==> src/rtl/sm_display_pkg.sv <==
// Shared types and constants for the sign-magnitude result display.
//   state_t      handshake/conversion FSM states
//   digit_t      per-digit code: 0-9 BCD, DIGIT_BLANK, DIGIT_MINUS
//   seg_pattern  logical 7-segment pattern {g,f,e,d,c,b,a}, 1 = lit
package sm_display_pkg;

    typedef enum logic [1:0] {
        IDLE    = 2'd0,
        CONVERT = 2'd1,
        UPDATE  = 2'd2
    } state_t;

    typedef logic [3:0] digit_t;

    localparam digit_t DIGIT_BLANK = 4'hA;
    localparam digit_t DIGIT_MINUS = 4'hB;

    localparam logic [6:0] SEG_0     = 7'h3F;
    localparam logic [6:0] SEG_1     = 7'h06;
    localparam logic [6:0] SEG_2     = 7'h5B;
    localparam logic [6:0] SEG_3     = 7'h4F;
    localparam logic [6:0] SEG_4     = 7'h66;
    localparam logic [6:0] SEG_5     = 7'h6D;
    localparam logic [6:0] SEG_6     = 7'h7D;
    localparam logic [6:0] SEG_7     = 7'h07;
    localparam logic [6:0] SEG_8     = 7'h7F;
    localparam logic [6:0] SEG_9     = 7'h6F;
    localparam logic [6:0] SEG_MINUS = 7'h40;
    localparam logic [6:0] SEG_BLANK = 7'h00;

    function automatic logic [6:0] seg_pattern(digit_t d);
        case (d)
            4'd0:        return SEG_0;
            4'd1:        return SEG_1;
            4'd2:        return SEG_2;
            4'd3:        return SEG_3;
            4'd4:        return SEG_4;
            4'd5:        return SEG_5;
            4'd6:        return SEG_6;
            4'd7:        return SEG_7;
            4'd8:        return SEG_8;
            4'd9:        return SEG_9;
            DIGIT_MINUS: return SEG_MINUS;
            default:     return SEG_BLANK;
        endcase
    endfunction

endpackage

==> src/rtl/bin_to_bcd_seq.sv <==
// Sequential double-dabble: one add-3/shift iteration per clock.
//   clk, rst_n  clock, async active-low reset
//   start       load bin and begin DATA_WIDTH iterations (ignored-safe only when idle)
//   bin         magnitude to convert, sampled on start
//   done        high during the cycle of the final iteration; bcd is final on the next cycle
//   bcd         {hundreds, tens, ones}
module bin_to_bcd_seq #(
    parameter int DATA_WIDTH = 8
) (
    input  logic                  clk,
    input  logic                  rst_n,
    input  logic                  start,
    input  logic [DATA_WIDTH-1:0] bin,
    output logic                  done,
    output logic [11:0]           bcd
);

    localparam int CW = $clog2(DATA_WIDTH + 1);

    logic [11:0]           bcd_r;
    logic [11:0]           bcd_adj;
    logic [DATA_WIDTH-1:0] mag_r;
    logic [CW-1:0]         iter_cnt;

    function automatic logic [3:0] add3(logic [3:0] n);
        return (n >= 4'd5) ? n + 4'd3 : n;
    endfunction

    assign bcd_adj = {add3(bcd_r[11:8]), add3(bcd_r[7:4]), add3(bcd_r[3:0])};

    // Iteration count runs down to zero; zero means idle.
    always_ff @(posedge clk or negedge rst_n) begin
        if (!rst_n) begin
            bcd_r    <= '0;
            mag_r    <= '0;
            iter_cnt <= '0;
        end else if (start) begin
            bcd_r    <= '0;
            mag_r    <= bin;
            iter_cnt <= CW'(DATA_WIDTH);
        end else if (iter_cnt != '0) begin
            bcd_r    <= {bcd_adj[10:0], mag_r[DATA_WIDTH-1]};
            mag_r    <= mag_r << 1;
            iter_cnt <= iter_cnt - 1'b1;
        end
    end

    assign done = (iter_cnt == CW'(1));
    assign bcd  = bcd_r;

endmodule

==> src/rtl/sm_result_display.sv <==
// Accepts sign-magnitude results over valid/ready, converts the magnitude to BCD
// and scans the signed decimal value onto a 4-digit multiplexed 7-segment display.
//   clk, rst_n  clock, async active-low reset
//   in_valid    in_data valid
//   in_data     {sign, magnitude}
//   in_ready    accepting (IDLE); busy is its complement
//   an          one-hot digit enable, an[0] = ones digit
//   seg, dp     segments {g..a} and decimal point (always off)
//
//   state   | meaning
//   IDLE    | ready; accept a result on in_valid and start conversion
//   CONVERT | double-dabble iterating, one bit per cycle
//   UPDATE  | copy sign and BCD into the display registers
module sm_result_display
    import sm_display_pkg::*;
#(
    parameter int DATA_WIDTH     = 8,
    parameter int REFRESH_DIV    = 100000,
    parameter int SEG_ACTIVE_LOW = 1,
    parameter int AN_ACTIVE_LOW  = 1
) (
    input  logic                clk,
    input  logic                rst_n,
    input  logic                in_valid,
    input  logic [DATA_WIDTH:0] in_data,
    output logic                in_ready,
    output logic                busy,
    output logic [3:0]          an,
    output logic [6:0]          seg,
    output logic                dp
);

    localparam int RW = $clog2(REFRESH_DIV);

    state_t        state, next_state;
    logic          conv_start;
    logic          conv_done;
    logic          load_disp;
    logic [11:0]   conv_bcd;
    logic          sign_r;

    logic          disp_sign;
    logic [11:0]   disp_bcd;
    digit_t        digit_code [4];

    logic [RW-1:0] refresh_cnt;
    logic [1:0]    scan_idx;
    logic [3:0]    an_log;
    logic [6:0]    seg_log;

    always_ff @(posedge clk or negedge rst_n) begin
        if (!rst_n) state <= IDLE;
        else        state <= next_state;
    end

    always_comb begin
        next_state = state;
        case (state)
            IDLE:    if (in_valid)  next_state = CONVERT;
            CONVERT: if (conv_done) next_state = UPDATE;
            UPDATE:                 next_state = IDLE;
            default:                next_state = IDLE;
        endcase
    end

    always_comb begin
        in_ready   = (state == IDLE);
        conv_start = (state == IDLE) && in_valid;
        load_disp  = (state == UPDATE);
    end

    assign busy = ~in_ready;

    bin_to_bcd_seq #(.DATA_WIDTH(DATA_WIDTH)) u_bcd (
        .clk   (clk),
        .rst_n (rst_n),
        .start (conv_start),
        .bin   (in_data[DATA_WIDTH-1:0]),
        .done  (conv_done),
        .bcd   (conv_bcd)
    );

    always_ff @(posedge clk or negedge rst_n) begin
        if (!rst_n) begin
            sign_r    <= 1'b0;
            disp_sign <= 1'b0;
            disp_bcd  <= '0;
        end else begin
            if (conv_start) sign_r <= in_data[DATA_WIDTH];
            if (load_disp) begin
                disp_sign <= sign_r;
                disp_bcd  <= conv_bcd;
            end
        end
    end

    // Negative zero shows no minus; tens blanks only when hundreds is blank too.
    always_comb begin
        digit_code[0] = disp_bcd[3:0];
        digit_code[1] = (disp_bcd[11:4] == '0) ? DIGIT_BLANK : disp_bcd[7:4];
        digit_code[2] = (disp_bcd[11:8] == '0) ? DIGIT_BLANK : disp_bcd[11:8];
        digit_code[3] = (disp_sign && disp_bcd != '0) ? DIGIT_MINUS : DIGIT_BLANK;
    end

    always_ff @(posedge clk or negedge rst_n) begin
        if (!rst_n) begin
            refresh_cnt <= '0;
            scan_idx    <= '0;
            an_log      <= '0;
            seg_log     <= '0;
        end else begin
            if (refresh_cnt == RW'(REFRESH_DIV - 1)) begin
                refresh_cnt <= '0;
                scan_idx    <= scan_idx + 2'd1;
            end else begin
                refresh_cnt <= refresh_cnt + 1'b1;
            end
            an_log  <= 4'b0001 << scan_idx;
            seg_log <= seg_pattern(digit_code[scan_idx]);
        end
    end

    assign an  = (AN_ACTIVE_LOW  != 0) ? ~an_log  : an_log;
    assign seg = (SEG_ACTIVE_LOW != 0) ? ~seg_log : seg_log;
    assign dp  = (SEG_ACTIVE_LOW != 0);

endmodule
==> config.mk <==
export PLATFORM = sky130hd
export DESIGN_NAME = sm_result_display
export DESIGN_NICKNAME = d
export VERILOG_FILES = /design/src/rtl/sm_display_pkg.sv /design/src/rtl/bin_to_bcd_seq.sv /design/src/rtl/sm_result_display.sv
export SDC_FILE = /design/constraint.sdc
export NUM_CORES = 1
export LEC_CHECK = 0
export ABC_AREA = 1
export ABC_CLOCK_PERIOD_IN_PS = 2700
export CORE_MARGIN = 5
export CORE_UTILIZATION = 40
export DETAILED_ROUTE_END_ITERATION = 12
export PLACE_DENSITY = 0.6
export SETUP_SLACK_MARGIN = 0.02
export SYNTH_ARGS = -nofsm -noshare
export SYNTH_HDL_FRONTEND = slang
export SYNTH_SLANG_ARGS = --single-unit
==> constraint.sdc <==
create_clock -name clk -period 2.7 [get_ports clk]
set_input_delay 0.54 -clock clk [delete_from_list [all_inputs] [get_ports clk]]
set_output_delay 0.54 -clock clk [all_outputs]
set_load 0.02 [all_outputs]
==> reports/qor.yml <==
run_status:
  status: "finished, final reports clean"
layout:
  multi_input_area_sq_mm: 0.001503
  fillers: 894
  fin_nets: 491
  layout-drive-gt1-share: 0.06237
  areaGrowthSynthToFinish_pct: 14.96
  register_area_sq_mm: 0.001752
  final_cells: 573
  utilization: 0.4686
  diodes: 0
timing:
  tightest_slew_ns: 0.7168
  fmax_mhz: 477.9
  min_period_over_period: 0.7750
  slew_viol_final: 0
  max_slew_margin: 0.5209
  tns_ns: 0
  setup_viol: 0
  hold_viol: 0
  fin_skew_ns: 0.01075
  rsz0062_at_grt: "no"
  fin_crit_ns: 2.092
pwr:
  p_per_area_mw_per_mm2: 944.7
  peakVddDrop_v: 0.0004479
  power_leakage_uw: 0.002008
clocking:
  cts_tree: "done"
  numCtsBuffers: 9
  cts_setup_buffers: 0
  cts_resized: 0
  clock_tree.root_cell: "clkbuf_8"
  path_clk_slew_ns: 0.08
  ctsHoldBuffers: 0
  clock-sinks: 70
  h-tree-depth: 3
  clk_path_buf_depth: 2
  clkLatencyLatePin_ns: 0.34
route:
  vias_per_cell: 4.834
  drc: 0
  ant_nets: 0
  vias: 2770
  drt_iter0_markers: 76
  wl_mm: 6.796
  first_pass_iters: 4
  detail_route.wl_per_cell_microns: 11.86
worst_setup_path:
  r2r_end: "seg_log[3]"
  slowest_stage: "clkdlybuf4s50_1"
  path_class: "flop to output pin"
  start_kind: "flop"
  startpoint: "state[1]"
  path_buf_inv: 1
  slowest_delay_ns: 0.63
  endpoint_kind: "output pin"
  worstPathRequired_ns: 2.16
  worstPathArrival_ns: 1.55
  cp_top_family: "buffers and inverters"
  path_cells: "nor2_4, clkdlybuf4s50_1"
  crit_fanout: 4
  r2r-start: "scan_idx[0]"
  r2r_setup_slack_ns: 0.82
  reg2regPathDepth: 10
global_routing:
  grt_antenna_before_repair: 0
  grt.busiest_layer: "met2"
  grt_overflow: 0
  grt_util_met2: 0.2045
  use_met1: 0.1745
  grt_use_total: 0.1311
  grtUsageMet3: 0.03973
  grt_pass1_wl_mm: 11.93
  grt_pass1_vias: 2619
  grt_max_degree: 29
placement:
  place.gp.congestion: 0.8698
  dp_cells: 557
  portBuffers: 24
  hpwl_mm: 4.946
die:
  fp.dieArea_sq_mm: 0.01082
  die-width_microns: 104.0
  die_h_microns: 104.0
  start_util: 0.4076
  coreArea_sq_mm: 0.008678
  pin_count: 26
  fp-row-count: 34
yosys:
  syn_area_per_cell_sq_um: 8.264
  synth_cells: 428
  syn-cell-area_sq_mm: 0.003537
  syn_nets: 459
  ys_seq_area_frac: 0.4952
  synth.distinct_cells: 28
  ys_ff_latch: 70
  ys_warn_count: 0
flow_run:
  cap_violations: 0
worst_hold_path:
  hp-class: "input port to asynchronous set/reset pin"
## Yosys cell counts
master | number | share of area
inv_1 | 64 | 0.068
xor2_1 | 14 | 0.035
nor2_1 | 46 | 0.049
nand3_2 | 1 | 0.0028
or2_0 | 1 | 0.0018
nor2_4 | 1 | 0.0032
nand2_2 | 3 | 0.0053
nand4_1 | 3 | 0.0053
conb_1 | 1 | 0.0011
buf_4 | 2 | 0.0042
xnor2_1 | 2 | 0.0050
o31ai_1 | 1 | 0.0021
ha_1 | 19 | 0.067
or2_2 | 3 | 0.0053
dfrtp_1 | 70 | 0.50
or2_1 | 2 | 0.0035
nand2_1 | 93 | 0.099
a31oi_1 | 1 | 0.0018
o22ai_1 | 14 | 0.025
a21oi_1 | 13 | 0.018
inv_2 | 3 | 0.0032
nor4_1 | 1 | 0.0018
o21ai_0 | 34 | 0.048
buf_2 | 1 | 0.0014
nand3_1 | 20 | 0.028
o21ai_1 | 1 | 0.0014
nor3_1 | 11 | 0.016
clkbuf_1 | 3 | 0.0032
## worst reg2reg max path: cells and delay by family, from the launching register on
family                   cells  cell delay [ns]
flip-flops                   1             0.52
buffers and inverters        2             0.26
AND/OR/NAND/NOR              6             0.59
AO/OA/AOI/OAI                1             0.13
adder cells (fa/ha/maj)      1             0.27
## stage by stage
step	hold WS, ns	worst slack, ns	instance area (sq um)	total power, uW
finish	0.2034	0.6075	4066	3842
detailed placement	0.4783	0.4986	3899	3142
global placement	0.4771	0.5938	3899	3102
global route	0.2511	0.5348	4066	4217
floorplan	0.2444	1.105	3537	2684
CTS	0.2219	0.5829	4066	3900
## area by class of cell
cell class	count	share of cell area
repair buffers	27	0.06338
flip-flops and latches	70	0.4308
well taps	108	0.03323
clock buffers	12	0.03569
inverters	67	0.06185
multi-input cells	285	0.3695
clock inverters	4	0.005538
## cells by family (layout without fill, tap and decap cells)
kind of cell             count (synthesis)  after routing  share of synthesized area
flip-flops                              70             70                     0.4952
AND/OR/NAND/NOR                        185            185                     0.2204
buffers and inverters                   73            110                    0.07994
XOR/XNOR                                16             16                    0.03962
AO/OA/AOI/OAI                           64             64                    0.09657
adder cells (fa/ha/maj)                 19             19                    0.06721
other                                    1              1                   0.001060
## metal layers
layer	wire length, microns	vias up
met5	0	-
met3	310	7
met2	3190	48
met4	57	0
li1	-	1419
met1	3237	1296
## power by group
group | switching (uW) | internal (uW) | leakage, uW | total (uW)
Clock | 383 | 355 | 0.0000861 | 737
Combinational | 919 | 601 | 0.00106 | 1520
Sequential | 199 | 1380 | 0.000866 | 1580
## registers in the layout, indices dropped and copies added, names as in the netlist, 2 cells and up
register and flops:
u_bcd.mag_r 8, u_bcd.bcd 12, scan_idx 2, refresh_cnt 17
disp_bcd 12, seg_log 7, state 2, u_bcd.iter_cnt 4
an_log 4
## cells in the final DEF (no fill, tap or decap), types with 3 or more instances in the layout
master and count:
o21ai_0 34, nand4_1 3, xor2_1 14, nor2_1 46
nand2_2 3, buf_4 3, clkinv_2 3, clkdlybuf4s50_1 23
nand3_1 20, dfrtp_1 70, inv_1 64, ha_1 19
a21oi_1 13, clkbuf_8 10, o22ai_1 14, or2_2 3
nand2_1 93, nor3_1 11, inv_2 3
## how the worst max path moves through the flow
stage	cells after the start	to	slack, ns
2_1_floorplan	13	seg_log[3]	1.11
3_3_place_gp	7	u_bcd.bcd[4]	0.59
3_5_place_dp	7	u_bcd.bcd[11]	0.50
4_1_cts	2	in_ready	0.58
5_1_grt	2	in_ready	0.53
6_report	2	in_ready	0.61
No activity file was read; power rests on OpenSTA's default activity.
